**config.mk**
```make
export PLATFORM = sky130hd
export DESIGN_NAME = cu_pipelined
export DESIGN_NICKNAME = d
export VERILOG_FILES = /design/src/rtl/cu_pipelined_pkg.sv /design/src/rtl/cu_pipelined_decode.sv /design/src/rtl/cu_pipelined.sv
export SDC_FILE = /design/constraint.sdc
export NUM_CORES = 1
export LEC_CHECK = 0
export CELL_PAD_IN_SITES_DETAIL_PLACEMENT = 1
export CELL_PAD_IN_SITES_GLOBAL_PLACEMENT = 1
export CORE_ASPECT_RATIO = 1.2
export CORE_MARGIN = 5
export CORE_UTILIZATION = 32
export DETAILED_ROUTE_END_ITERATION = 10
export HOLD_SLACK_MARGIN = 0.08
export PLACE_DENSITY_LB_ADDON = 0.08
export SYNTH_ARGS = -nofsm -noshare
export SYNTH_HDL_FRONTEND = slang
export SYNTH_SLANG_ARGS = --single-unit
export TNS_END_PERCENT = 10
```
**constraint.sdc**
```tcl
create_clock -name clk -period 5.1 [get_ports clk]
set_input_delay 1.02 -clock clk [delete_from_list [all_inputs] [get_ports clk]]
set_output_delay 1.02 -clock clk [all_outputs]
set_load 0.02 [all_outputs]
```
**src/rtl/cu_pipelined_pkg.sv**
```systemverilog
// rv32i: shared RV32I/M control definitions for the ID-stage control unit and datapath.
// Opcodes, immediate selects, ALU op codes, the ID/EX control bundle and CU FSM states.
package rv32i;

  localparam logic [6:0] OPC_LUI      = 7'b0110111;
  localparam logic [6:0] OPC_AUIPC    = 7'b0010111;
  localparam logic [6:0] OPC_JAL      = 7'b1101111;
  localparam logic [6:0] OPC_JALR     = 7'b1100111;
  localparam logic [6:0] OPC_BRANCH   = 7'b1100011;
  localparam logic [6:0] OPC_LOAD     = 7'b0000011;
  localparam logic [6:0] OPC_STORE    = 7'b0100011;
  localparam logic [6:0] OPC_OP_IMM   = 7'b0010011;
  localparam logic [6:0] OPC_OP       = 7'b0110011;
  localparam logic [6:0] OPC_MISC_MEM = 7'b0001111;
  localparam logic [6:0] OPC_SYSTEM   = 7'b1110011;

  localparam logic [6:0] F7_BASE   = 7'b0000000;
  localparam logic [6:0] F7_ALT    = 7'b0100000;
  localparam logic [6:0] F7_MULDIV = 7'b0000001;

  localparam int unsigned IMMEDIATE_SELECTION_WIDTH = 3;
  typedef logic [IMMEDIATE_SELECTION_WIDTH-1:0] imm_sel_t;

  localparam imm_sel_t IMM_I = imm_sel_t'(0);
  localparam imm_sel_t IMM_S = imm_sel_t'(1);
  localparam imm_sel_t IMM_B = imm_sel_t'(2);
  localparam imm_sel_t IMM_U = imm_sel_t'(3);
  localparam imm_sel_t IMM_J = imm_sel_t'(4);

  // MUL covers MUL/MULH/MULHSU/MULHU and DIV covers DIV/DIVU/REM/REMU;
  // the variant travels in the funct3 field of the bundle (dmem_mode).
  typedef enum logic [3:0] {
    ALU_ADD    = 4'd0,
    ALU_SUB    = 4'd1,
    ALU_SLL    = 4'd2,
    ALU_SLT    = 4'd3,
    ALU_SLTU   = 4'd4,
    ALU_XOR    = 4'd5,
    ALU_SRL    = 4'd6,
    ALU_SRA    = 4'd7,
    ALU_OR     = 4'd8,
    ALU_AND    = 4'd9,
    ALU_PASS_B = 4'd10,
    ALU_MUL    = 4'd11,
    ALU_DIV    = 4'd12
  } alu_op_t;

  typedef struct packed {
    imm_sel_t    imm_type;
    logic        dmem_write;
    logic        dmem_read;
    logic [2:0]  dmem_mode;
    logic        rf_write;
    logic        alu_src;
    logic        wb_sel;
    logic        branch;
    logic        jump;
    logic        jalr;
    alu_op_t     alu_op;
    logic [4:0]  rd;
    logic        illegal;
  } ctrl_t;

  typedef enum logic {
    RUN  = 1'b0,
    BUSY = 1'b1
  } cu_state_t;

  // Integer ALU op from funct3; alt selects SUB/SRA.
  function automatic alu_op_t alu_op_from_f3(input logic [2:0] f3, input logic alt);
    case (f3)
      3'b000:  return alt ? ALU_SUB : ALU_ADD;
      3'b001:  return ALU_SLL;
      3'b010:  return ALU_SLT;
      3'b011:  return ALU_SLTU;
      3'b100:  return ALU_XOR;
      3'b101:  return alt ? ALU_SRA : ALU_SRL;
      3'b110:  return ALU_OR;
      default: return ALU_AND;
    endcase
  endfunction

endpackage

```
**src/rtl/cu_pipelined_decode.sv**
```systemverilog
// cu_decode: combinational RV32I(+M) instruction decoder.
// Produces the control bundle, register-use flags for hazard detection and,
// when RV32M_EN is defined, an M-op flag. Illegal encodings zero all strobes.
module cu_decode
  import rv32i::*;
(
  input  logic [31:0] i_instruction,
  output ctrl_t       o_ctrl,
  output logic [4:0]  o_rs1,
  output logic [4:0]  o_rs2,
  output logic        o_use_rs1,
  output logic        o_use_rs2
`ifdef RV32M_EN
  ,
  output logic        o_is_m
`endif
);

  logic [6:0] w_opcode;
  logic [6:0] w_funct7;
  logic [2:0] w_funct3;
  logic [4:0] w_rd;
  logic       w_legal;

  assign w_opcode = i_instruction[6:0];
  assign w_rd     = i_instruction[11:7];
  assign w_funct3 = i_instruction[14:12];
  assign o_rs1    = i_instruction[19:15];
  assign o_rs2    = i_instruction[24:20];
  assign w_funct7 = i_instruction[31:25];

  // Opcode/funct decode into the control bundle with all-zero defaults.
  always_comb begin
    o_ctrl    = '0;
    o_use_rs1 = 1'b0;
    o_use_rs2 = 1'b0;
    w_legal   = 1'b0;
`ifdef RV32M_EN
    o_is_m    = 1'b0;
`endif
    case (w_opcode)
      OPC_LUI: begin
        w_legal         = 1'b1;
        o_ctrl.imm_type = IMM_U;
        o_ctrl.rf_write = 1'b1;
        o_ctrl.alu_src  = 1'b1;
        o_ctrl.alu_op   = ALU_PASS_B;
      end
      OPC_AUIPC: begin
        w_legal         = 1'b1;
        o_ctrl.imm_type = IMM_U;
        o_ctrl.rf_write = 1'b1;
        o_ctrl.alu_src  = 1'b1;
        o_ctrl.alu_op   = ALU_ADD;
      end
      OPC_JAL: begin
        w_legal         = 1'b1;
        o_ctrl.imm_type = IMM_J;
        o_ctrl.rf_write = 1'b1;
        o_ctrl.jump     = 1'b1;
        o_ctrl.alu_src  = 1'b1;
        o_ctrl.alu_op   = ALU_ADD;
      end
      OPC_JALR: begin
        w_legal         = (w_funct3 == 3'b000);
        o_use_rs1       = 1'b1;
        o_ctrl.imm_type = IMM_I;
        o_ctrl.rf_write = 1'b1;
        o_ctrl.jump     = 1'b1;
        o_ctrl.jalr     = 1'b1;
        o_ctrl.alu_src  = 1'b1;
        o_ctrl.alu_op   = ALU_ADD;
      end
      OPC_BRANCH: begin
        w_legal         = (w_funct3 != 3'b010) && (w_funct3 != 3'b011);
        o_use_rs1       = 1'b1;
        o_use_rs2       = 1'b1;
        o_ctrl.imm_type = IMM_B;
        o_ctrl.branch   = 1'b1;
        o_ctrl.alu_op   = ALU_SUB;
      end
      OPC_LOAD: begin
        w_legal          = w_funct3 inside {3'b000, 3'b001, 3'b010, 3'b100, 3'b101};
        o_use_rs1        = 1'b1;
        o_ctrl.imm_type  = IMM_I;
        o_ctrl.dmem_read = 1'b1;
        o_ctrl.dmem_mode = w_funct3;
        o_ctrl.rf_write  = 1'b1;
        o_ctrl.wb_sel    = 1'b1;
        o_ctrl.alu_src   = 1'b1;
        o_ctrl.alu_op    = ALU_ADD;
      end
      OPC_STORE: begin
        w_legal           = w_funct3 inside {3'b000, 3'b001, 3'b010};
        o_use_rs1         = 1'b1;
        o_use_rs2         = 1'b1;
        o_ctrl.imm_type   = IMM_S;
        o_ctrl.dmem_write = 1'b1;
        o_ctrl.dmem_mode  = w_funct3;
        o_ctrl.alu_src    = 1'b1;
        o_ctrl.alu_op     = ALU_ADD;
      end
      OPC_OP_IMM: begin
        // Shift-immediates reuse funct7 as a qualifier; everything else is free imm.
        if (w_funct3 == 3'b001)
          w_legal = (w_funct7 == F7_BASE);
        else if (w_funct3 == 3'b101)
          w_legal = (w_funct7 == F7_BASE) || (w_funct7 == F7_ALT);
        else
          w_legal = 1'b1;
        o_use_rs1       = 1'b1;
        o_ctrl.imm_type = IMM_I;
        o_ctrl.rf_write = 1'b1;
        o_ctrl.alu_src  = 1'b1;
        o_ctrl.alu_op   = alu_op_from_f3(w_funct3, (w_funct3 == 3'b101) && (w_funct7 == F7_ALT));
      end
      OPC_OP: begin
        o_use_rs1       = 1'b1;
        o_use_rs2       = 1'b1;
        o_ctrl.rf_write = 1'b1;
        if (w_funct7 == F7_BASE) begin
          w_legal       = 1'b1;
          o_ctrl.alu_op = alu_op_from_f3(w_funct3, 1'b0);
        end else if ((w_funct7 == F7_ALT) && ((w_funct3 == 3'b000) || (w_funct3 == 3'b101))) begin
          w_legal       = 1'b1;
          o_ctrl.alu_op = alu_op_from_f3(w_funct3, 1'b1);
        end
`ifdef RV32M_EN
        else if (w_funct7 == F7_MULDIV) begin
          w_legal          = 1'b1;
          o_is_m           = 1'b1;
          o_ctrl.dmem_mode = w_funct3;
          o_ctrl.alu_op    = w_funct3[2] ? ALU_DIV : ALU_MUL;
        end
`endif
      end
      OPC_MISC_MEM: begin
        // FENCE is a no-op on this in-order core.
        w_legal = 1'b1;
      end
      OPC_SYSTEM: begin
        // ECALL/EBREAK carry no datapath strobes; trapping is handled elsewhere.
        w_legal = (w_funct3 == 3'b000);
      end
      default: begin
        w_legal = 1'b0;
      end
    endcase

    if (!w_legal) begin
      o_ctrl         = '0;
      o_ctrl.illegal = 1'b1;
      o_use_rs1      = 1'b0;
      o_use_rs2      = 1'b0;
`ifdef RV32M_EN
      o_is_m         = 1'b0;
`endif
    end
    o_ctrl.rd = o_ctrl.rf_write ? w_rd : '0;
  end

endmodule

```
**src/rtl/cu_pipelined.sv**
```systemverilog
// cu_pipelined: registered ID-stage control unit (ID/EX control boundary).
// Load-use bubbles, EX flush handling and, with RV32M_EN defined, a RUN/BUSY
// sequencer that stalls the front end while a multi-cycle M op occupies EX.
module cu_pipelined
  import rv32i::*;
#(
  parameter int unsigned MUL_CYCLES = 2,
  parameter int unsigned DIV_CYCLES = 33,
  parameter int unsigned CNT_W      = $clog2(DIV_CYCLES + 1)
)(
  input  logic                                 clk,
  input  logic                                 rst,
  input  logic                                 id_valid,
  input  logic [31:0]                          instruction,
  input  logic                                 flush,
  output logic                                 stall,
  output logic                                 ex_valid,
  output logic [IMMEDIATE_SELECTION_WIDTH-1:0] ex_imm_type,
  output logic                                 ex_dmem_write,
  output logic                                 ex_dmem_read,
  output logic [2:0]                           ex_dmem_mode,
  output logic                                 ex_rf_write,
  output logic                                 ex_alu_src,
  output logic                                 ex_wb_sel,
  output logic                                 ex_branch,
  output logic                                 ex_jump,
  output logic                                 ex_jalr,
  output logic [3:0]                           ex_alu_op,
  output logic [4:0]                           ex_rd,
  output logic                                 ex_illegal,
  output logic                                 ex_muldiv_busy,
  output logic                                 ex_muldiv_done
);

  if ((MUL_CYCLES < 1) || (DIV_CYCLES < 1)) begin : g_bad_latency
    $error("cu_pipelined: MUL_CYCLES and DIV_CYCLES must be >= 1");
  end
  if ((CNT_W < 1) || (CNT_W > 31) ||
      ((32'd1 << CNT_W) < DIV_CYCLES) || ((32'd1 << CNT_W) < MUL_CYCLES)) begin : g_bad_cnt_w
    $error("cu_pipelined: CNT_W too narrow for the configured latencies");
  end

  ctrl_t      w_dec;
  logic [4:0] w_rs1;
  logic [4:0] w_rs2;
  logic       w_use_rs1;
  logic       w_use_rs2;
  logic       w_hazard;

  ctrl_t      r_ctrl;
  ctrl_t      w_ctrl_nxt;
  logic       r_valid;
  logic       w_valid_nxt;

`ifdef RV32M_EN
  localparam logic [CNT_W-1:0] MUL_LOAD = CNT_W'(MUL_CYCLES - 1);
  localparam logic [CNT_W-1:0] DIV_LOAD = CNT_W'(DIV_CYCLES - 1);

  cu_state_t        r_state;
  cu_state_t        w_state_nxt;
  logic [CNT_W-1:0] r_cnt;
  logic [CNT_W-1:0] w_cnt_nxt;
  logic [CNT_W-1:0] w_load;
  logic             r_done;
  logic             w_done_nxt;
  logic             w_is_m;
`endif

  cu_decode u_decode (
    .i_instruction (instruction),
    .o_ctrl        (w_dec),
    .o_rs1         (w_rs1),
    .o_rs2         (w_rs2),
    .o_use_rs1     (w_use_rs1),
    .o_use_rs2     (w_use_rs2)
`ifdef RV32M_EN
    ,
    .o_is_m        (w_is_m)
`endif
  );

  // A live load in EX whose rd (never x0) feeds a used source of the ID instruction.
  assign w_hazard = id_valid && r_valid && r_ctrl.dmem_read && (r_ctrl.rd != 5'd0) &&
                    ((w_use_rs1 && (w_rs1 == r_ctrl.rd)) || (w_use_rs2 && (w_rs2 == r_ctrl.rd)));

`ifdef RV32M_EN
  assign w_load = (w_dec.alu_op == ALU_DIV) ? DIV_LOAD : MUL_LOAD;
`endif

  // Next-state, ID/EX next value and stall; flush outranks BUSY and hazards.
  always_comb begin
    w_ctrl_nxt  = r_ctrl;
    w_valid_nxt = r_valid;
    stall       = 1'b0;
`ifdef RV32M_EN
    w_state_nxt = r_state;
    w_cnt_nxt   = r_cnt;
    w_done_nxt  = 1'b0;
`endif
    if (flush) begin
      w_ctrl_nxt  = '0;
      w_valid_nxt = 1'b0;
`ifdef RV32M_EN
      w_state_nxt = RUN;
      w_cnt_nxt   = '0;
`endif
    end
`ifdef RV32M_EN
    else if (r_state == BUSY) begin
      // The done pulse is registered so it lands on the op's last EX cycle,
      // which is the first RUN cycle after BUSY.
      stall     = 1'b1;
      w_cnt_nxt = r_cnt - CNT_W'(1);
      if (r_cnt == CNT_W'(1)) begin
        w_state_nxt = RUN;
        w_done_nxt  = 1'b1;
      end
    end
`endif
    else if (w_hazard) begin
      stall       = 1'b1;
      w_ctrl_nxt  = '0;
      w_valid_nxt = 1'b0;
    end else begin
      w_valid_nxt = id_valid;
      w_ctrl_nxt  = id_valid ? w_dec : '0;
`ifdef RV32M_EN
      if (id_valid && w_is_m) begin
        w_cnt_nxt = w_load;
        if (w_load != '0)
          w_state_nxt = BUSY;
        else
          w_done_nxt = 1'b1;
      end
`endif
    end
  end

  // ID/EX register and FSM state with synchronous reset.
  always_ff @(posedge clk) begin
    if (rst) begin
      r_ctrl  <= '0;
      r_valid <= 1'b0;
`ifdef RV32M_EN
      r_state <= RUN;
      r_cnt   <= '0;
      r_done  <= 1'b0;
`endif
    end else begin
      r_ctrl  <= w_ctrl_nxt;
      r_valid <= w_valid_nxt;
`ifdef RV32M_EN
      r_state <= w_state_nxt;
      r_cnt   <= w_cnt_nxt;
      r_done  <= w_done_nxt;
`endif
    end
  end

  assign ex_valid      = r_valid;
  assign ex_imm_type   = r_ctrl.imm_type;
  assign ex_dmem_write = r_ctrl.dmem_write;
  assign ex_dmem_read  = r_ctrl.dmem_read;
  assign ex_dmem_mode  = r_ctrl.dmem_mode;
  assign ex_rf_write   = r_ctrl.rf_write;
  assign ex_alu_src    = r_ctrl.alu_src;
  assign ex_wb_sel     = r_ctrl.wb_sel;
  assign ex_branch     = r_ctrl.branch;
  assign ex_jump       = r_ctrl.jump;
  assign ex_jalr       = r_ctrl.jalr;
  assign ex_alu_op     = r_ctrl.alu_op;
  assign ex_rd         = r_ctrl.rd;
  assign ex_illegal    = r_ctrl.illegal;

`ifdef RV32M_EN
  assign ex_muldiv_busy = (r_state == BUSY);
  assign ex_muldiv_done = r_done;
`else
  assign ex_muldiv_busy = 1'b0;
  assign ex_muldiv_done = 1'b0;
`endif

endmodule
```
==> impl_metrics.json, run 1 <==
{
  "dominantRegCellSynth": "sky130_fd_sc_hd__dfxtp_1",
  "finalCoreUtilization_pct": 49.6,
  "p_leak_nw": 0.698,
  "worstReg2RegEnd": "ex_jalr$_SDFF_PP0_",
  "worstPathArrival_ps": 3570,
  "whs_ps": 759,
  "tritoncts_clock_tree": "built",
  "vdd_ir_drop_max_v": 0.000113,
  "timing.max_slew.rel_slack_pct": 56.0,
  "antenna_found_initial": 0,
  "synth.avg_cell_area_um2": 8.51,
  "criticalPathCategory": "input port to output pin",
  "power_per_cell_area_nw_per_um2": 203,
  "vias": 1397,
  "grt_first_pass_wirelength_um": 7250,
  "timing.hold.worst.class": "flop to flop",
  "placed_cells_incl_taps": 277,
  "wl_um": 4460,
  "yosys.area.top_type": "sky130_fd_sc_hd__dfxtp_1",
  "ys.warnings.count": 0,
  "drv_slew": 0,
  "period_share_pct": 90.1,
  "worstSetupEndpointType": "output pin",
  "grtUsageMet1_pct": 16.1,
  "cp-startpoint": "instruction[6]",
  "status": "finished clean",
  "number_of_clock_sinks_seen_by_cts": 24,
  "cts_inserted_buffers": 3,
  "synth_sequential_area_ratio_pct": 33.6,
  "final_layout_size_suffix_gt1_share_pct": 12.9,
  "antenna-diode-count": 0,
  "post_detailed_route_via_to_cell_ratio": 4.97,
  "synth_area_um2": 1430,
  "crit-reg2reg-launch": "ex_rd[3]$_SDFF_PP0_",
  "setup.reg_to_reg.worst_slack_ps": 3370,
  "setup_repair_after_global_routing_missed_its_margin": "false",
  "worst-path-max-fanout": 11,
  "postCtsSetupBuffers": 0,
  "max_clock_freq_mhz": 218,
  "num_io_pins": 64,
  "layout.cells.most_common_list": "sky130_fd_sc_hd__clkdlybuf4s50_1 (61), sky130_fd_sc_hd__dfxtp_1 (24), sky130_fd_sc_hd__nand2_1 (17), sky130_fd_sc_hd__nor2_1 (16)",
  "layout.cells.most_common": "sky130_fd_sc_hd__clkdlybuf4s50_1",
  "finalHoldViolations": 0,
  "cp_required_ps": 4080,
  "die_height_um": 83.2,
  "finish.net_count": 262,
  "start_util_pct": 33.3,
  "post_synthesis_sequential_element_count": 24,
  "drt_iter0_markers": 44,
  "ys_async_sr_fraction_pct": 0,
  "drc": 0,
  "setup.worst_path.end": "stall",
  "worst_pin_slew_ps": 657,
  "worst_setup_hold_path_clk_slew_ps": 90,
  "final_period_demand_of_the_worst_path_ps": 4590,
  "timing.reg2reg.worst_path_depth": 6,
  "cts_buffer_depth": 2,
  "floorplan.die_area_um2": 5910,
  "cts_max_level": 1,
  "finalClockSkew_ps": 2.74,
  "netlist-cell-type-count": 53,
  "grt_start_max_net_pins": 21,
  "setup.worst_path.start_class": "input port",
  "hold_buffers": 0,
  "whs_path_depth": 5,
  "clock_tree.root_cell": "sky130_fd_sc_hd__clkbuf_8",
  "power.total_mw": 0.433,
  "port_buffers": 61,
  "met3_layer_usage_reported_by_global_route_pct": 3.14,
  "floorplan.die.width_um": 71.0,
  "final.fill_count": 530,
  "grt_util_met2_pct": 28.5,
  "core_area_um2": 4290,
  "cts_repair_resize_count": 0,
  "setup_viol": 0,
  "synthToLayoutAreaGrowth_pct": 49.0,
  "stdcell_count": 281,
  "number_of_synthesized_flops_with_an_enable_pin": 0,
  "total_negative_setup_slack_ps": 0,
  "wire_per_inst_um": 15.9,
  "number_of_antenna_violating_nets_in_the_routed_design": 0,
  "gp_congestion": 0.845,
  "gr-max-usage-layer": "met2",
  "yosysTopAreaCellShare_pct": 33.6,
  "synth.top_cells.by_area": "sky130_fd_sc_hd__dfxtp_1 (34%), sky130_fd_sc_hd__xnor2_1 (6.1%), sky130_fd_sc_hd__nor4b_2 (5.2%), sky130_fd_sc_hd__nand2_1 (4.5%), sky130_fd_sc_hd__nor2_1 (4.2%)",
  "globalRoute.totalOverflow": 0,
  "grt_use_total_pct": 15.0,
  "cap_violations": 0,
  "clk-insertion-delay-late_ps": 270,
  "rows": 26,
  "placed_wire_length_estimate_um": 3730,
  "dr.pass1.iters": 4,
  "syn-instance-count": 168,
  "grt_pass1_vias": 1555
}
critical path: stages:
cell and delay [ps]:
sky130_fd_sc_hd__clkdlybuf4s50_1 700, sky130_fd_sc_hd__and3b_1 310, sky130_fd_sc_hd__nor2_1 80, sky130_fd_sc_hd__nor4_1 340, sky130_fd_sc_hd__o21ai_2 150, sky130_fd_sc_hd__o21ba_1 240
sky130_fd_sc_hd__nor2b_1 120, sky130_fd_sc_hd__clkdlybuf4s50_1 610
kinds of logic (layout without fill, tap and decap cells):
family,after synthesis,after routing,share of synthesized area [%]
AO/OA/AOI/OAI,29,29,15.3
XOR/XNOR,12,12,7.35
buffers and inverters,17,73,7.35
flip-flops,24,24,33.6
other,1,2,0.262
AND/OR/NAND/NOR,85,85,36.1
how the worst min path moves through the flow:
stage | startpoint | to
floorplan | ex_valid$_SDFF_PP0_ | ex_alu_op[3]$_SDFF_PP0_
global placement | ex_valid$_SDFF_PP0_ | ex_alu_op[3]$_SDFF_PP0_
detailed placement | ex_valid$_SDFF_PP0_ | ex_alu_op[3]$_SDFF_PP0_
CTS | ex_valid$_SDFF_PP0_ | ex_alu_op[3]$_SDFF_PP0_
global route | ex_valid$_SDFF_PP0_ | ex_alu_op[3]$_SDFF_PP0_
finish | ex_valid$_SDFF_PP0_ | ex_alu_op[3]$_SDFF_PP0_
stage by stage:
step	worst slack, ps	area, um^2
3_3_place_gp	541	2060
4_1_cts	483	2130
2_1_floorplan	1490	1430
6_report	507	2130
3_5_place_dp	476	2060
5_1_grt	282	2130
cell usage after synthesis, drive strengths merged, types with 2 or more instances:
cell,count
nor3b,2
or4,2
o211ai,3
nand2,18
dfxtp,24
xnor2,10
xor2,2
buf,12
nor3,7
and2,3
nand3b,2
or2,3
nand2b,3
nand4,4
nor4b,6
nand3,8
inv,2
nor2,16
a21oi,10
nor4,2
nor2b,4
o21ai,7
clkbuf,2
where the power goes:
group / switching (mW) / internal, mW / total, mW / leakage [nW]
Clock: 0.0632 / 0.105 / 0.168 / 0.0357
Combinational: 0.0360 / 0.0404 / 0.0764 / 0.469
Sequential: 0.000270 / 0.188 / 0.188 / 0.194
metal layers:
layer,part of all wire (%),wire [um]
met3,3.8,171
met4,1.3,60
met5,0,0
met1,40,1780
met2,55,2440
registers in the layout, indices dropped and copies added, names as in the netlist, 3 cells and up:
signal	count
ex_alu_op	4
ex_dmem_mode	3
ex_imm_type	3
ex_rd	5
area by class of cell:
type / instances / area [um^2] / area share (%)
multi-input combinational: 128 / 848 / 39.8
timing repair buffer: 66 / 648 / 30.4
sequential: 24 / 480 / 22.5
tap: 56 / 70.1 / 3.29
clock buffer: 3 / 41.3 / 1.94
clock inverter: 1 / 30.0 / 1.41
inverter: 3 / 12.5 / 0.587
(Power assumes the default switching activity.)
==> run 2: changes to the inputs <==
--- a/config.mk
+++ b/config.mk
@@ -13,6 +13,7 @@
 export DETAILED_ROUTE_END_ITERATION = 10
 export HOLD_SLACK_MARGIN = 0.08
 export PLACE_DENSITY_LB_ADDON = 0.08
+export REMOVE_ABC_BUFFERS = 1
 export SYNTH_ARGS = -nofsm -noshare
 export SYNTH_HDL_FRONTEND = slang
 export SYNTH_SLANG_ARGS = --single-unit
==> impl_metrics.json, run 2 (synthesized netlist as in run 1, its figures left out) <==
{
  "finalHoldViolations": 0,
  "drv_slew": 0,
  "antenna-diode-count": 0,
  "criticalPathCategory": "input port to output pin",
  "finalClockSkew_ps": 3.51,
  "synthToLayoutAreaGrowth_pct": 46.8,
  "cts_inserted_buffers": 3,
  "crit_slowest_cell": "sky130_fd_sc_hd__clkdlybuf4s50_1",
  "power_per_cell_area_nw_per_um2": 187,
  "placed_wire_length_estimate_um": 3690,
  "wl_um": 4520,
  "rows": 26,
  "layout.cells.most_common_list": "sky130_fd_sc_hd__clkdlybuf4s50_1 (61), sky130_fd_sc_hd__dfxtp_1 (24), sky130_fd_sc_hd__nand2_1 (17), sky130_fd_sc_hd__nor2_1 (16)",
  "number_of_antenna_violating_nets_in_the_routed_design": 0,
  "vdd_ir_drop_max_v": 0.0000879,
  "cp_required_ps": 4080,
  "detailedPlace.worstSlack_ps": 409,
  "worstPathArrival_ps": 3670,
  "globalRoute.totalOverflow": 0,
  "port_buffers": 61,
  "setup_slack_ps": 406,
  "setup_repair_after_global_routing_missed_its_margin": "false",
  "hold_buffers": 0,
  "final_period_demand_of_the_worst_path_ps": 4690,
  "cp_cell_sequence": "clkdlybuf4s50_1 -> and4bb_2 -> nand2_2 -> a2111oi_2 -> o21ai_2 -> o21ba_1 -> nor2b_1 -> clkdlybuf4s50_1",
  "timing.hold.worst.class": "flop to flop",
  "timing.reg2reg.worst_path_depth": 6,
  "whs_path_depth": 5,
  "total_negative_setup_slack_ps": 0,
  "grt_pass1_vias": 1545,
  "layout.cells.most_common": "sky130_fd_sc_hd__clkdlybuf4s50_1",
  "grt_start_max_net_pins": 21,
  "wire_per_inst_um": 16.2,
  "status": "finished clean",
  "number_of_clock_sinks_seen_by_cts": 24,
  "antenna_found_initial": 0,
  "cts_repair_resize_count": 0,
  "worst-path-max-fanout": 11,
  "setup_viol": 0,
  "die_height_um": 83.2,
  "worstSetupEndpointType": "output pin",
  "clk-insertion-delay-late_ps": 270,
  "core_area_um2": 4290,
  "final.fill_count": 519,
  "grt_first_pass_wirelength_um": 7420,
  "drt_iter0_markers": 62,
  "dr.pass1.iters": 4,
  "post_detailed_route_via_to_cell_ratio": 5.04,
  "period_share_pct": 92.0,
  "max_clock_freq_mhz": 213,
  "cap_violations": 0,
  "timing.max_slew.rel_slack_pct": 54.3,
  "largest_register_ff_count": 5,
  "gp_congestion": 0.844,
  "drc": 0,
  "postCtsSetupBuffers": 0,
  "cts_buffer_depth": 2,
  "grt_use_total_pct": 15.5,
  "power.total_mw": 0.393,
  "floorplan.die.width_um": 71.0,
  "final_layout_size_suffix_gt1_share_pct": 12.1,
  "vias": 1405,
  "cp_common_cell": "sky130_fd_sc_hd__clkdlybuf4s50_1",
  "p_leak_nw": 0.682,
  "start_util_pct": 33.3,
  "floorplan.die_area_um2": 5910,
  "num_io_pins": 64,
  "setup.worst_path.start_class": "input port",
  "cts_max_level": 1,
  "finish.net_count": 260,
  "worst_pin_slew_ps": 682,
  "slowest_delay_ps": 610,
  "clock_tree.root_cell": "sky130_fd_sc_hd__clkbuf_8",
  "worst_setup_hold_path_clk_slew_ps": 80,
  "tritoncts_clock_tree": "built"
}
[run 2: metal layers]
layer	vias up	global-route usage, %	part of all wire [%]
met4	0	4.27	1.1
met3	4	3.62	4.9
met5	-	0	0
li1	695	-	-
met1	667	17.3	40
met2	39	28.5	54
[run 2: power breakdown]
group / leakage [nW] / switching (mW) / total [mW] / internal (mW)
combinational: 0.459 / 0.0357 / 0.0751 / 0.0394
clock: 0.0288 / 0.0612 / 0.130 / 0.0689
sequential: 0.194 / 0.000302 / 0.188 / 0.188
total: 0.682 / 0.0971 / 0.393 / 0.296
[run 2: final timing paths]
path         slack [ps]                start                       to
max                 410       instruction[2]                    stall
min                 790  ex_valid$_SDFF_PP0_  ex_alu_op[3]$_SDFF_PP0_
max reg2reg        3430  ex_rd[1]$_SDFF_PP0_  ex_alu_op[0]$_SDFF_PP0_
min reg2reg         790  ex_valid$_SDFF_PP0_  ex_alu_op[3]$_SDFF_PP0_
[run 2: worst max-delay path, delay by kind of cell]
| family | cells | cell delay, ps |
|---|---|---|
| and+or+nand+nor | 3 | 710 |
| AOI/OAI and AO/OA | 3 | 730 |
| buffers and inverters | 2 | 1210 |
[run 2: area by class of cell]
| class | instances | area (um^2) | share of cell area [%] |
|---|---|---|---|
| inverters | 3 | 12.5 | 0.596 |
| multi-input cells | 128 | 848 | 40.4 |
| repair buffers | 64 | 633 | 30.2 |
| clock buffers | 4 | 55.1 | 2.62 |
| flip-flops and latches | 24 | 480 | 22.9 |
| well taps | 56 | 70.1 | 3.34 |
[run 2: stage by stage]
step	area [um^2]	util (%)	hold WS, ps	std cells
global route	2100	48.9	899	279
global placement	2040	47.6	772	275
CTS	2100	48.9	818	279
finish	2100	48.9	792	279
detailed placement	2040	47.6	794	275
floorplan	1340	-	754	155
==> run 3: changes to the inputs <==
--- a/config.mk
+++ b/config.mk
@@ -7,13 +7,14 @@
 export LEC_CHECK = 0
 export CELL_PAD_IN_SITES_DETAIL_PLACEMENT = 1
 export CELL_PAD_IN_SITES_GLOBAL_PLACEMENT = 1
-export CORE_ASPECT_RATIO = 1.2
 export CORE_MARGIN = 5
 export CORE_UTILIZATION = 32
 export DETAILED_ROUTE_END_ITERATION = 10
 export HOLD_SLACK_MARGIN = 0.08
 export PLACE_DENSITY_LB_ADDON = 0.08
+export RECOVER_POWER = 50
 export REMOVE_ABC_BUFFERS = 1
+export SKIP_CTS_REPAIR_TIMING = 1
 export SYNTH_ARGS = -nofsm -noshare
 export SYNTH_HDL_FRONTEND = slang
 export SYNTH_SLANG_ARGS = --single-unit
==> impl_metrics.json, run 3 (synthesized netlist as in run 1, its figures left out) <==
{
  "status": "finished clean",
  "final_layout_size_suffix_gt1_share_pct": 12.5,
  "wire_per_inst_um": 15.7,
  "timing.hold.worst.class": "flop to flop",
  "gp_congestion": 0.825,
  "setup.worst_path.start_class": "input port",
  "final_period_demand_of_the_worst_path_ps": 4740,
  "number_of_antenna_violating_nets_in_the_routed_design": 0,
  "antenna_found_initial": 0,
  "period_share_pct": 93.0,
  "drc": 0,
  "layout.cells.most_common_list": "sky130_fd_sc_hd__clkdlybuf4s50_1 (36), sky130_fd_sc_hd__dlygate4sd3_1 (25), sky130_fd_sc_hd__dfxtp_1 (24), sky130_fd_sc_hd__nand2_1 (17), sky130_fd_sc_hd__nor2_1 (16)",
  "worst_pin_slew_ps": 673,
  "grt_start_max_net_pins": 21,
  "finalHoldViolations": 0,
  "worst-path-max-fanout": 13,
  "worstSetupEndpointType": "output pin",
  "layout.cells.most_common": "sky130_fd_sc_hd__clkdlybuf4s50_1",
  "grt_use_total_pct": 14.4,
  "vdd_ir_drop_max_v": 0.000157,
  "number_of_clock_sinks_seen_by_cts": 24,
  "setup_repair_after_global_routing_missed_its_margin": "false",
  "setup_viol": 0,
  "clock_tree.root_cell": "sky130_fd_sc_hd__clkbuf_8",
  "core_area_um2": 4350,
  "globalRoute.totalOverflow": 0,
  "largest_register_ff_count": 5,
  "total_negative_setup_slack_ps": 0,
  "port_buffers": 61,
  "whs_ps": 786,
  "worst_setup_hold_path_clk_slew_ps": 90,
  "multi_input_area_um2": 848,
  "num_io_pins": 64,
  "slowest_delay_ps": 720,
  "placement.cell_area_um2": 2050,
  "stdcell_area_um2": 2120,
  "power_per_cell_area_nw_per_um2": 202,
  "ff_latch_area_um2": 480,
  "synthToLayoutAreaGrowth_pct": 48.1,
  "worstPathArrival_ps": 3720,
  "grt_pass1_vias": 1489,
  "floorplan.die_area_um2": 5910,
  "dr.pass1.iters": 4,
  "criticalPathCategory": "input port to output pin",
  "wl_um": 4340,
  "cts_max_level": 1,
  "cts_inserted_buffers": 3,
  "cp_required_ps": 4080,
  "die_height_um": 76.9,
  "detailedPlace.worstSlack_ps": 481,
  "post_detailed_route_via_to_cell_ratio": 5.13,
  "final.fill_count": 516,
  "p_leak_nw": 0.778,
  "timing.max_slew.rel_slack_pct": 54.9,
  "drt_iter0_markers": 38,
  "finalClockSkew_ps": 5.89,
  "timing.critical_path.max_delay_family": "buffers and inverters",
  "drv_slew": 0,
  "buffers_and_inverters_on_the_worst_path": 2,
  "grt_first_pass_wirelength_um": 6950,
  "cp_cell_sequence": "dlygate4sd3_1 -> and3b_1 -> nor2_1 -> nor4_1 -> o21ai_2 -> o21ba_1 -> nor2b_1 -> clkdlybuf4s50_1",
  "vias": 1416,
  "crit_slowest_cell": "sky130_fd_sc_hd__dlygate4sd3_1",
  "max_clock_freq_mhz": 211,
  "placed_wire_length_estimate_um": 3600,
  "antenna-diode-count": 0,
  "cap_violations": 0,
  "cts_buffer_depth": 2,
  "rows": 24,
  "floorplan.die.width_um": 76.9,
  "finish.net_count": 261,
  "tritoncts_clock_tree": "built",
  "clk-insertion-delay-late_ps": 270,
  "setup_slack_ps": 356,
  "start_util_pct": 32.8
}
## run 3: changes by cell type in the layout (fill, tap and decap cells not counted), sizes merged
cell	before	now
buf	3	4
clkbuf	4	3
dlygate4sd3	0	25
bufinv	0	1
clkdlybuf4s50	61	36
## run 3: path summary, 6_finish.rpt
kind,cells after the start,slack [ps],startpoint,endpoint
worst min register to register,5,790,ex_valid$_SDFF_PP0_,ex_alu_op[3]$_SDFF_PP0_
worst min-delay path,5,790,ex_valid$_SDFF_PP0_,ex_alu_op[3]$_SDFF_PP0_
worst max-delay path,8,360,instruction[4],stall
worst max register to register,6,3360,ex_rd[1]$_SDFF_PP0_,ex_alu_op[0]$_SDFF_PP0_
## run 3: per-layer routing
layer	global-route usage [%]	up-vias	wire length, um
met3	4.92	2	244
met5	0	-	0
met4	2.10	0	19
li1	-	699	-
met1	15.2	683	1730
met2	27.5	32	2340
## run 3: power breakdown
| group | switching (mW) | leakage, nW | total [mW] | internal, mW |
|---|---|---|---|---|
| sequential | 0.000253 | 0.194 | 0.188 | 0.188 |
| clock | 0.0600 | 0.0357 | 0.165 | 0.105 |
| combinational | 0.0353 | 0.549 | 0.0749 | 0.0395 |
## run 3: cell type report
cell class	instances	area share, %
clock buffer	3	1.95
inverter	3	0.591
clock inverter	1	1.42
timing repair buffer	65	30.2
sequential	24	22.7
multi-input combinational	128	40.0
tap	52	3.07
## run 3: worst register-to-register path, cell delays in order, from the launching register on
cell and delay (ps):
sky130_fd_sc_hd__dfxtp_1 420, sky130_fd_sc_hd__xnor2_1 150, sky130_fd_sc_hd__nand4_1 110, sky130_fd_sc_hd__nor4_1 330, sky130_fd_sc_hd__o21ai_2 160, sky130_fd_sc_hd__o211ai_4 310
sky130_fd_sc_hd__a41oi_1 100
## run 3: stage by stage
step	std cells	utilization, %	power, mW
CTS	276	48.6	0.434
finish	276	48.6	0.428
detailed placement	272	47.0	0.268
global placement	272	47.0	0.266
global route	276	48.6	0.443
floorplan	155	-	0.220
==> patch 1 (settings of run 3) <==
The option `RV32M_EN` is turned on by a define.
--- a/src/rtl/cu_pipelined_decode.sv
+++ b/src/rtl/cu_pipelined_decode.sv
@@ -2,4 +2,6 @@
 // Produces the control bundle, register-use flags for hazard detection and,
 // when RV32M_EN is defined, an M-op flag. Illegal encodings zero all strobes.
+`define RV32M_EN
+
 module cu_decode
   import rv32i::*;
Check against the original RTL: not equivalent (Yosys sat finds a counterexample within 4 cycles, from zero or initial values).
==> patch 1 against run 3 <==
- cell area increased by 30%
- combinational power increased by 5.6%
- sequential cell count increased by 8
- non-clock buffer count increased by 5
- synthesized area increased by 37%
- core utilization decreased by 2.0 points
- critical path depth unchanged
- setup slack got worse by 0.14 ns
- total power increased by 41%
- wire length increased by 45%
- global-route usage increased by 2.5 points
- critical path type unchanged
==> patch 1: results (changes against run 3) <==
| Metric | Value |
|---|---|
| Design Power | 0.602 mW (was 0.428 mW) |
| GPL Wtd Cong | 0.852 (was 0.825) |
| Hold Crit Start | ex_imm_type[2] (was ex_valid) |
| Detailed Route Iter0 Violations | 73 (was 38) |
| Pin count of the biggest net entering global routing | 24 (was 21) |
| Post-synthesis mux area share | 0.577% (was 0%) |
| Layout cell share with drive strength beyond 1 | 7.56% (was 12.5%) |
| R2R setup slack | 2.57 ns (was 3.36 ns) |
| Hold path cells | 1 (was 5) |
| Post-Synth Adder-Cell Area | 1.28% (was 0%) |
| XOR/XNOR Fraction of Synth Area | 6.73% (was 7.35%) |
| Sequential area share after synthesis | 32.8% (was 33.6%) |
| Fillers | 705 (was 516) |
| First-pass GRT wire length | 10400 microns (was 6950 microns) |
| Worst-Skew Late Latency | 0.29 ns (was 0.27 ns) |
| Pre-CTS WS | 0.290 ns (was 0.481 ns) |
| Inverters | 9 (was 3) |
| Data buffer area share | 24.7% (was 30.2%) |
| Reg2Reg Depth | 5 (was 6) |
| Routed WL | 6290 microns (was 4340 microns) |
| Non-CTS buffers | 70 (was 65) |
| Synth top area cells | dfxtp_1 (33%), a22o_1 (6.3%), a32o_1 (5.1%), o21ai_0 (3.6%), xnor2_1 (3.6%) (was dfxtp_1 (34%), xnor2_1 (6.1%), nor4b_2 (5.2%), nand2_1 (4.5%), nor2_1 (4.2%)) |
| Non-filler cells, final | 366 (was 276) |
| Register area | 641 sq um (was 480 sq um) |
| Hold path endpoint | ex_imm_type[2] (was ex_alu_op[3]) |
| Sequential Power Share | 41.7% (was 44.0%) |
| Status | finished clean (unchanged) |
| Worst EP arrival | 3.86 ns (was 3.72 ns) |
| Total GRT Usage | 16.9% (was 14.4%) |
| Worst r2r src | ex_rd[0] (was ex_rd[1]) |
| FF-to-FF End | ex_rd[2] (was ex_alu_op[0]) |
| DP Cell Count | 358 (was 272) |
| Max-slew headroom | 22.0% (was 54.9%) |
| Final #Nets | 328 (was 261) |
| Sw Ratio | 22.8% (was 22.3%) |
| Compound-Gate Fraction of Synth Area | 29.0% (was 15.3%) |
| Hpwl dp | 4700 microns (was 3600 microns) |
| CLK BUF | 7 (was 3) |
| Comb power | 0.0791 mW (was 0.0749 mW) |
| H-tree Lvls | 2 (was 1) |
| Area delta synth->final | 41.5% (was 48.1%) |
| Comb_multi_in | 172 (was 128) |
| Clock sinks | 32 (was 24) |
| Clock transition at the registers of the reported paths | 0.07 ns (was 0.09 ns) |
| CTS Buf Count | 5 (was 3) |
| Placed instance area | 2650 sq um (was 2050 sq um) |
==> patch 1: cell count changes in the layout (fill, tap and decap cells not counted), moves of 6 or more <==
cell	change
a22o_1	+14
a32o_1	+10
o21ai_0	+9
dfxtp_1	+8
inv_1	+8
nand2_1	-8
nand3_1	-6
==> patch 1: worst max-delay path by stage <==
stage               endpoint  cells after the start             from  slack, ns
global placement       stall                      8  instruction[31]       0.31
floorplan              stall                      6  instruction[31]       1.18
detailed placement     stall                      8  instruction[31]       0.29
CTS                    stall                      8   instruction[6]       0.15
global route           stall                      8   instruction[6]       0.09
finish                 stall                      8   instruction[6]       0.22
==> patch 1: metal layers <==
| layer | wire (microns) | track usage [%] |
|---|---|---|
| met1 | 2940 | 21.9 |
| met2 | 3010 | 28.8 |
| met3 | 261 | 3.29 |
| met4 | 76 | 4.26 |
| met5 | 0 | 0 |
==> patch 2 (config.mk and constraints of run 3) <==
Without the edit above. Reset style: asynchronous (`rst`), changed in one clocked block. Comments in the files are not updated.
--- a/src/rtl/cu_pipelined.sv
+++ b/src/rtl/cu_pipelined.sv
@@ -138,5 +138,5 @@
 
   // ID/EX register and FSM state with synchronous reset.
-  always_ff @(posedge clk) begin
+  always_ff @(posedge clk or posedge rst) begin
     if (rst) begin
       r_ctrl  <= '0;
Behaviour: differs if rst is asserted again (counterexample within 4 cycles, from zero or initial values and one cycle with rst high); with rst held inactive, the same outputs for 10 cycles.
==> patch 2 against run 3 <==
- final cell count up 1.8%
- setup slack improved by 0.0043 ns
- clock power grew 7%
- wire length up 9.6%
- cell area up 1.7%
- sequential cell count stayed put
- total power increased by 3.3%
- synthesized area fell by 0.44%
- synthesized cell count unchanged
- core utilization up 1.2 points
- sequential share of layout area increased by 5.2 points
- critical path type unchanged
- highest routed layer unchanged
==> patch 2: results (changes against run 3) <==
| Metric | Value |
|---|---|
| Multi-input logic portion of the cell area | 34.3% (was 40.0%) |
| Drt wl/cell | 16.9 microns (was 15.7 microns) |
| Hpwl dp | 3720 microns (was 3600 microns) |
| Max-slew headroom | 38.8% (was 54.9%) |
| Fillers | 520 (was 516) |
| Max Fanout on Critical Path | 3 (was 13) |
| Netlist Area Pre-Place | 1420 sq um (was 1430 sq um) |
| Met3 usage | 2.58% (was 4.92%) |
| Total GRT Usage | 16.1% (was 14.4%) |
| DP Cell Count | 277 (was 272) |
| Wl on met1 | 2100 microns (was 1730 microns) |
| Layout cell share with drive strength beyond 1 | 6.11% (was 12.5%) |
| CP max-delay cell | clkdlybuf4s50_1 (was dlygate4sd3_1) |
| Most used DFF post-synth | dfrtp_1 (was dfxtp_1) |
| Routed WL | 4750 microns (was 4340 microns) |
| Sequential area share after synthesis | 42.2% (was 33.6%) |
| Post-synthesis mux area share | 0.703% (was 0%) |
| Synth top area cells | dfrtp_1 (42%), xnor2_1 (6.8%), nor2_1 (6.1%), nand2_1 (5.5%), nor3_1 (2.8%) (was dfxtp_1 (34%), xnor2_1 (6.1%), nor4b_2 (5.2%), nand2_1 (4.5%), nor2_1 (4.2%)) |
| Max incr delay on CP | 0.61 ns (was 0.72 ns) |
| Non-CTS buffers | 68 (was 65) |
| WL met3 | 202 microns (was 244 microns) |
| Detailed Route Iter0 Violations | 63 (was 38) |
| Met2 WL | 2340 microns (about the same) |
| Commonest cells in the netlist | dfrtp_1 (24), nor2_1 (23), nand2_1 (21) (was dfxtp_1 (24), nand2_1 (17), nor2_1 (16)) |
| Pin count of the biggest net entering global routing | 25 (was 21) |
| Status | finished clean (unchanged) |
| Placed instance area | 2080 sq um (was 2050 sq um) |
| Compound-Gate Fraction of Synth Area | 13.2% (was 15.3%) |
| Final #Nets | 266 (was 261) |
| Pre-CTS WS | 0.382 ns (was 0.481 ns) |
| Register area | 601 sq um (was 480 sq um) |
| Inverters | 4 (was 3) |
| Cells after synthesis | 168 (unchanged) |
| Area delta synth->final | 51.3% (was 48.1%) |
| Data buffer area share | 30.8% (was 30.2%) |
| Routed vias/inst | 5.21 (was 5.13) |
| NetSw | 0.106 mW (was 0.0956 mW) |
| Vias in the first global route | 1537 (was 1489) |
| Synth cell types | 40 (was 53) |
| Final setup skew | 0.0102 ns (was 0.00589 ns) |
| Async S/R FF share, synth | 100% (was 0%) |
| XOR/XNOR Fraction of Synth Area | 6.77% (was 7.35%) |
[patch 2: path summary, 6_finish.rpt]
path	from	endpoint	slack, ns	depth (start not counted)
worst max register to register	ex_rd[3]	ex_jalr	3.02	6
worst min register to register	ex_valid	ex_valid	0.93	5
max in group asynchronous	rst	ex_jalr	3.17	2
worst min-delay path	ex_valid	ex_valid	0.93	5
min in group asynchronous	rst	ex_dmem_mode[1]	1.37	2
worst max-delay path	instruction[14]	stall	0.36	8
[patch 2: cell families after synthesis]
family                    Yosys count
other                               1
DFF                                24
AOI/OAI and AO/OA                  29
and+or+nand+nor                    86
xor gates and xnor gates           11
muxes                               1
buffers and inverters              16
[patch 2: power by group through the flow]
stage | clock, mW | sequential, mW | combinational, mW
3_5_place_dp | 0 | 0.195 | 0.0750
5_1_grt | 0.184 | 0.191 | 0.0813
4_1_cts | 0.177 | 0.191 | 0.0756
6_report | 0.176 | 0.191 | 0.0750
2_1_floorplan | 0 | 0.196 | 0.0251
3_3_place_gp | 0 | 0.195 | 0.0724
